### config.mk
export PLATFORM = sky130hd
export DESIGN_NAME = bus_dev_endpoint_flat
export DESIGN_NICKNAME = d
export VERILOG_FILES = /design/src/rtl/bus_dev_endpoint_if.sv /design/src/rtl/bus_dev_endpoint.sv /design/src/flat_wrapper.sv
export SDC_FILE = /design/constraint.sdc
export NUM_CORES = 1
export LEC_CHECK = 0
export ABC_AREA = 1
export CAP_MARGIN = 10
export CORE_ASPECT_RATIO = 0.7
export CORE_MARGIN = 5
export CORE_UTILIZATION = 55
export CTS_CLUSTER_DIAMETER = 40
export CTS_CLUSTER_SIZE = 12
export DETAILED_ROUTE_END_ITERATION = 16
export PLACE_DENSITY = 0.74
export SLEW_MARGIN = 25
export SYNTH_ARGS = -nofsm -noshare
export SYNTH_HDL_FRONTEND = slang
export SYNTH_SLANG_ARGS = --single-unit
### constraint.sdc
create_clock -name clock -period 3.1 [get_ports clock]
set_clock_uncertainty 0.2 [all_clocks]
set_input_delay 0.62 -clock clock [delete_from_list [all_inputs] [get_ports clock]]
set_output_delay 0.62 -clock clock [all_outputs]
set_load 0.05 [all_outputs]
### src/rtl/bus_dev_endpoint_if.sv
// ---------------------------------------------------------------------------
// bus_dev_endpoint_if
// Parallel-bus lines between the bus controller and one device driver slot.
//   pndng   device -> controller : device has a packet waiting
//   D_pop   device -> controller : packet at the head of the device TX queue
//   pop     controller -> device : controller consumes D_pop this cycle
//   push    controller -> device : controller delivers D_push this cycle
//   D_push  controller -> device : delivered packet
// Modports: slave = device endpoint side, master = controller side.
// ---------------------------------------------------------------------------
interface bus_dev_endpoint_if #(
    parameter int pckg_sz = 16
);
    logic               pndng;
    logic [pckg_sz-1:0] D_pop;
    logic               pop;
    logic               push;
    logic [pckg_sz-1:0] D_push;

    modport slave (
        output pndng,
        output D_pop,
        input  pop,
        input  push,
        input  D_push
    );

    modport master (
        input  pndng,
        input  D_pop,
        output pop,
        output push,
        output D_push
    );
endinterface

### src/rtl/bus_dev_endpoint.sv
// ---------------------------------------------------------------------------
// bus_dev_endpoint
// Device-side endpoint for the parallel bus. Local logic writes packets into
// a TX FIFO that the bus drains through pndng/D_pop/pop; bus pushes are
// ID-filtered into an RX FIFO that local logic drains. Both FIFOs are
// first-word-fall-through. Sticky error flags and a saturating drop counter
// report refused or filtered traffic.
// Ports:
//   clock, reset          clock (rising edge), asynchronous active-low reset
//   tx_wr, tx_data        local TX write strobe and packet
//   tx_full, tx_count     TX FIFO status
//   rx_valid, rx_data     RX FIFO head (FWFT) and non-empty flag
//   rx_rd, rx_count       local RX read strobe and RX occupancy
//   err_clr               synchronous clear of sticky flags and drop_cnt
//   tx_ovf, rx_ovf        sticky: refused tx_wr / refused matching push
//   pop_unf               sticky: pop while nothing pending
//   drop_cnt              pushes discarded by the ID filter (saturating)
//   bus                   controller-facing pndng/D_pop/pop/push/D_push
// ---------------------------------------------------------------------------
module bus_dev_endpoint #(
    parameter int         pckg_sz  = 16,
    parameter int         depth    = 8,
    parameter logic [7:0] dev_id   = 8'h00,
    parameter logic [7:0] bcast_id = 8'hFF
) (
    input  logic                       clock,
    input  logic                       reset,
    input  logic                       tx_wr,
    input  logic [pckg_sz-1:0]         tx_data,
    output logic                       tx_full,
    output logic [$clog2(depth):0]     tx_count,
    output logic                       rx_valid,
    output logic [pckg_sz-1:0]         rx_data,
    input  logic                       rx_rd,
    output logic [$clog2(depth):0]     rx_count,
    input  logic                       err_clr,
    output logic                       tx_ovf,
    output logic                       rx_ovf,
    output logic                       pop_unf,
    output logic [7:0]                 drop_cnt,
    bus_dev_endpoint_if.slave          bus
);
    localparam int              AW      = $clog2(depth);
    localparam int              CW      = AW + 1;
    localparam logic [CW-1:0]   DEPTH_C = CW'(depth);

    // Storage: plain arrays, read combinationally for first-word-fall-through.
    logic [pckg_sz-1:0] tx_mem_q [depth];
    logic [pckg_sz-1:0] rx_mem_q [depth];

    logic [AW-1:0] tx_wptr_q, tx_rptr_q, rx_wptr_q, rx_rptr_q;
    logic [CW-1:0] tx_count_q, tx_count_d, rx_count_q, rx_count_d;
    logic          tx_ovf_q, tx_ovf_d, rx_ovf_q, rx_ovf_d, pop_unf_q, pop_unf_d;
    logic [7:0]    drop_cnt_q, drop_cnt_d;

    logic tx_pop_ok, tx_wr_ok, rx_rd_ok, rx_push_ok, id_match;

    // A full FIFO still accepts a write when its head leaves in the same cycle.
    assign tx_pop_ok  = bus.pop && (tx_count_q != '0);
    assign tx_wr_ok   = tx_wr && ((tx_count_q < DEPTH_C) || tx_pop_ok);

    assign id_match   = (bus.D_push[pckg_sz-1 -: 8] == dev_id) ||
                        (bus.D_push[pckg_sz-1 -: 8] == bcast_id);
    assign rx_rd_ok   = rx_rd && (rx_count_q != '0);
    assign rx_push_ok = bus.push && id_match && ((rx_count_q < DEPTH_C) || rx_rd_ok);

    always_comb begin
        tx_count_d = tx_count_q;
        case ({tx_wr_ok, tx_pop_ok})
            2'b10:   tx_count_d = tx_count_q + 1'b1;
            2'b01:   tx_count_d = tx_count_q - 1'b1;
            default: tx_count_d = tx_count_q;
        endcase

        rx_count_d = rx_count_q;
        case ({rx_push_ok, rx_rd_ok})
            2'b10:   rx_count_d = rx_count_q + 1'b1;
            2'b01:   rx_count_d = rx_count_q - 1'b1;
            default: rx_count_d = rx_count_q;
        endcase

        // Clear first, then let a same-cycle event win.
        tx_ovf_d   = err_clr ? 1'b0 : tx_ovf_q;
        rx_ovf_d   = err_clr ? 1'b0 : rx_ovf_q;
        pop_unf_d  = err_clr ? 1'b0 : pop_unf_q;
        drop_cnt_d = err_clr ? 8'd0 : drop_cnt_q;
        if (tx_wr && !tx_wr_ok)
            tx_ovf_d = 1'b1;
        if (bus.push && id_match && !rx_push_ok)
            rx_ovf_d = 1'b1;
        if (bus.pop && (tx_count_q == '0))
            pop_unf_d = 1'b1;
        if (bus.push && !id_match && (drop_cnt_d != 8'hFF))
            drop_cnt_d = drop_cnt_d + 8'd1;
    end

    always_ff @(posedge clock or negedge reset) begin
        if (!reset) begin
            tx_wptr_q  <= '0;
            tx_rptr_q  <= '0;
            rx_wptr_q  <= '0;
            rx_rptr_q  <= '0;
            tx_count_q <= '0;
            rx_count_q <= '0;
            tx_ovf_q   <= 1'b0;
            rx_ovf_q   <= 1'b0;
            pop_unf_q  <= 1'b0;
            drop_cnt_q <= 8'd0;
        end else begin
            if (tx_wr_ok)   tx_wptr_q <= tx_wptr_q + 1'b1;
            if (tx_pop_ok)  tx_rptr_q <= tx_rptr_q + 1'b1;
            if (rx_push_ok) rx_wptr_q <= rx_wptr_q + 1'b1;
            if (rx_rd_ok)   rx_rptr_q <= rx_rptr_q + 1'b1;
            tx_count_q <= tx_count_d;
            rx_count_q <= rx_count_d;
            tx_ovf_q   <= tx_ovf_d;
            rx_ovf_q   <= rx_ovf_d;
            pop_unf_q  <= pop_unf_d;
            drop_cnt_q <= drop_cnt_d;
        end
    end

    // Storage needs no reset: every read is masked by the (reset) count.
    always_ff @(posedge clock) begin
        if (tx_wr_ok)   tx_mem_q[tx_wptr_q] <= tx_data;
        if (rx_push_ok) rx_mem_q[rx_wptr_q] <= bus.D_push;
    end

    assign bus.pndng = (tx_count_q != '0);
    assign bus.D_pop = (tx_count_q != '0) ? tx_mem_q[tx_rptr_q] : '0;
    assign tx_full   = (tx_count_q == DEPTH_C);
    assign tx_count  = tx_count_q;

    assign rx_valid  = (rx_count_q != '0);
    assign rx_data   = (rx_count_q != '0) ? rx_mem_q[rx_rptr_q] : '0;
    assign rx_count  = rx_count_q;

    assign tx_ovf    = tx_ovf_q;
    assign rx_ovf    = rx_ovf_q;
    assign pop_unf   = pop_unf_q;
    assign drop_cnt  = drop_cnt_q;
endmodule
### src/flat_wrapper.sv
// flat-port wrapper written by rule: the top's interface ports become plain ports
module bus_dev_endpoint_flat 
#(
    parameter int         pckg_sz  = 16,
    parameter int         depth    = 8,
    parameter logic [7:0] dev_id   = 8'h00,
    parameter logic [7:0] bcast_id = 8'hFF
)
  (clock, reset, tx_wr, tx_data, tx_full, tx_count, rx_valid, rx_data, rx_rd, rx_count, err_clr, tx_ovf, rx_ovf, pop_unf, drop_cnt, bus_pndng, bus_D_pop, bus_pop, bus_push, bus_D_push);
  bus_dev_endpoint_if #(.pckg_sz(pckg_sz)) bus_i ();
  input  logic clock;
  input  logic reset;
  input  logic tx_wr;
  input  logic [pckg_sz-1:0] tx_data;
  output logic tx_full;
  output logic [$clog2(depth):0] tx_count;
  output logic rx_valid;
  output logic [pckg_sz-1:0] rx_data;
  input  logic rx_rd;
  output logic [$clog2(depth):0] rx_count;
  input  logic err_clr;
  output logic tx_ovf;
  output logic rx_ovf;
  output logic pop_unf;
  output logic [7:0] drop_cnt;
  output wire logic [$bits(bus_i.pndng)-1:0] bus_pndng;
  output wire logic [$bits(bus_i.D_pop)-1:0] bus_D_pop;
  input wire logic [$bits(bus_i.pop)-1:0] bus_pop;
  input wire logic [$bits(bus_i.push)-1:0] bus_push;
  input wire logic [$bits(bus_i.D_push)-1:0] bus_D_push;
  assign bus_pndng = bus_i.pndng;
  assign bus_D_pop = bus_i.D_pop;
  assign bus_i.pop = bus_pop;
  assign bus_i.push = bus_push;
  assign bus_i.D_push = bus_D_push;
  bus_dev_endpoint #(.pckg_sz(pckg_sz), .depth(depth), .dev_id(dev_id), .bcast_id(bcast_id)) u_core (.clock(clock), .reset(reset), .tx_wr(tx_wr), .tx_data(tx_data), .tx_full(tx_full), .tx_count(tx_count), .rx_valid(rx_valid), .rx_data(rx_data), .rx_rd(rx_rd), .rx_count(rx_count), .err_clr(err_clr), .tx_ovf(tx_ovf), .rx_ovf(rx_ovf), .pop_unf(pop_unf), .drop_cnt(drop_cnt), .bus(bus_i));
endmodule
==> metrics.txt <==
status=complete, no violations; Placer Congestion=approximately 0.80; DIE AREA=between 20000 and 30000 µm²; fin crit period=3.00 ns; clock latency on the worst-skew pair=roughly 0.54 ns; register area share after synthesis=between 70% and 80%; drt wl/cell=between 15 and 20 µm; Synth area leader=edfxtp_1; fraction of layout cells with a size suffix above 1=12.8%; GRT Residual Overflow=0; Final Worst Setup Slack=0.0980 ns; number of diodes=0; RSZ-0062 raised after global routing=no; row count=45; io pins=93; DRC=0; CTS tree=yes; cts bufs inserted=30; synth top area cells=edfxtp_1, nor2_1, dfrtp_1; final hold violation count=0; Routed WL=roughly 26 mm; Final ANT Viol Nets=0; pin count of the biggest net entering global routing=66; DP HPWL=16.1 mm; crit path kind=register to output pin; # setup viols final=0; Warnings, synthesis=0; Hold-fix buffers, CTS=0; Core ar.=21600 µm²; # clock sinks=~290; PortBufs=92; Static Leak=5.41 nW; Post-Synthesis Cells=1014; number of global-route vias before repair=7798; Placed Area=13800 µm²; Nets=1183; commonest cells in the netlist=edfxtp_1, nor2_1, nand2_1, o21ai_0; syn nets=approximately 1100; drt via density=5.57; Rel. slew slack=between 60% and 70%; Peak VDD IR=about 730 µV; htree depth=1; pre-CTS setup slack=0.0672 ns; Arr. time, crit path=2.18 ns; clk root buf=clkbuf_16; Synth Register Bits=287; Synth Flop Type=edfxtp_1; Post-Syn Area=about 12000 µm²; Starting Density=55.7%; total track usage=20.6%; initial antenna violation count=0; DRT Pass-1 Iters=5; Post-synth EDFFs=~260; Die X=187 µm; Tightest Pin Transition=roughly 0.52 ns; Worst Path Required=2.28 ns; non-filler cells, final=around 1400; endpoint type of the worst setup path=output pin; Fmax=333 MHz; CP max FO=41; post-route cell area=14800 µm²; Placed Cells=approximately 1400; Pwr Density=around 1100 nW/µm²; Die H=approximately 130 µm; first-pass GRT wire length=41.4 mm; CTS clk-pin slew, worst paths=0.06 ns; crit start category=register; final-report max-slew violation count=0; via count=around 8000; crit share post-route=around 97%; Mean Syn Cell Area=11.9 µm²; synth unique cells=34; total negative setup slack=0 ns; Post-synth ARST share=between 10% and 20%; share of the synthesized area in the top cell type=63.8%; 1st-iter DRT viols=663; total design power=15.8 mW; max cap viols=0; area grow syn2layout=22.6%; worst min-delay path class=input pin to async pin; CTS Buffer Depth=3
==> worst max-delay path, stage by stage (launching register included) <==
cell	delay (ns)
dfrtp_2	0.45
inv_2	0.08
buf_6	0.28
nor2_1	0.12
o211ai_1	0.23
nand2_1	0.08
nor2_1	0.21
buf_12	0.17
==> flip-flops by register name (all words and copies together), names as in the netlist <==
register / flops
u_core.rx_ovf: 1
u_core.tx_ovf: 1
u_core.tx_rptr_q: 3
u_core.tx_wptr_q: 3
u_core.rx_mem_q: 128
u_core.rx_rptr_q: 3
u_core.rx_count: 4
u_core.pop_unf: 1
u_core.tx_mem_q: 128
u_core.rx_wptr_q: 3
u_core.tx_count: 4
u_core.drop_cnt: 8
==> cell type report <==
cell class	count	area, µm²
repair buffers	138	1790
multi-input cells	645	3160
flip-flops and latches	287	8470
clock buffers	39	816
inverters	31	120
clock inverters	10	76.3
well taps	282	353
fillers	1540	6850
==> cells in the final DEF (no fill, tap or decap), types with 24 or more instances in the layout <==
cell type	instances
buf_12	47
buf_4	28
clkbuf_16	31
clkdlybuf4s50_1	58
dfrtp_1	28
edfxtp_1	256
inv_1	24
nand2_1	114
nor2_1	255
o211ai_1	32
o21ai_0	113
o21ai_1	29
o22ai_1	32
==> stage by stage <==
step           hold WS, ns  utilization, %
2_1_floorplan        0.124               -
3_3_place_gp         0.270            63.9
3_5_place_dp         0.281            63.9
4_1_cts              0.272            68.1
5_1_grt              0.302            68.3
6_report             0.277            68.3
==> cells by family (layout without fill, tap and decap cells) <==
family | Yosys count | after routing | synth area share [%]
AOI/OAI and AO/OA | 214 | 214 | 10.0
and+or+nand+nor | 403 | 403 | 13.7
buffers and inverters | 82 | 218 | 3.62
xor gates and xnor gates | 17 | 17 | 1.24
DFF | 287 | 287 | 70.2
adders and majority gates | 11 | 11 | 1.14
==> report_power, final <==
group	switching, mW	total [mW]	internal, mW
logic	4.69	7.67	2.98
clock network	1.37	3.28	1.91
registers	0.249	4.83	4.58
total	6.30	15.8	9.47
==> metal layers <==
metal | vias up | part of all wire, % | global-route usage [%]
li1 | 3807 | - | -
met1 | 3871 | 46 | 30.8
met2 | 270 | 45 | 31.8
met3 | 32 | 7.0 | 4.60
met4 | 0 | 1.3 | 3.86
met5 | - | 0 | 0
==> timing repair <==
item,CTS,global route
setup buffers,0,3
resized for setup,3,9
pin swaps,0,1
setup endpoints to repair,7,20
==> worst paths after layout <==
path,start,end,slack (ns),depth (start not counted)
worst max-delay path,u_core.tx_rptr_q[0]$_DFFE_PN0P_,bus_D_pop[15],0.1,7
worst min-delay path,reset,u_core.tx_count[0]$_DFFE_PN0P_,0.28,2
worst max register to register,u_core.tx_count[2]$_DFFE_PN0P_,u_core.tx_count[2]$_DFFE_PN0P_,0.57,13
worst min register to register,u_core.pop_unf$_DFFE_PN0P_,u_core.pop_unf$_DFFE_PN0P_,0.29,2
max in group asynchronous,reset,u_core.rx_rptr_q[0]$_DFFE_PN0P_,2.11,2
min in group clock,u_core.pop_unf$_DFFE_PN0P_,u_core.pop_unf$_DFFE_PN0P_,0.29,2
Power figures use the tool's default switching activity.
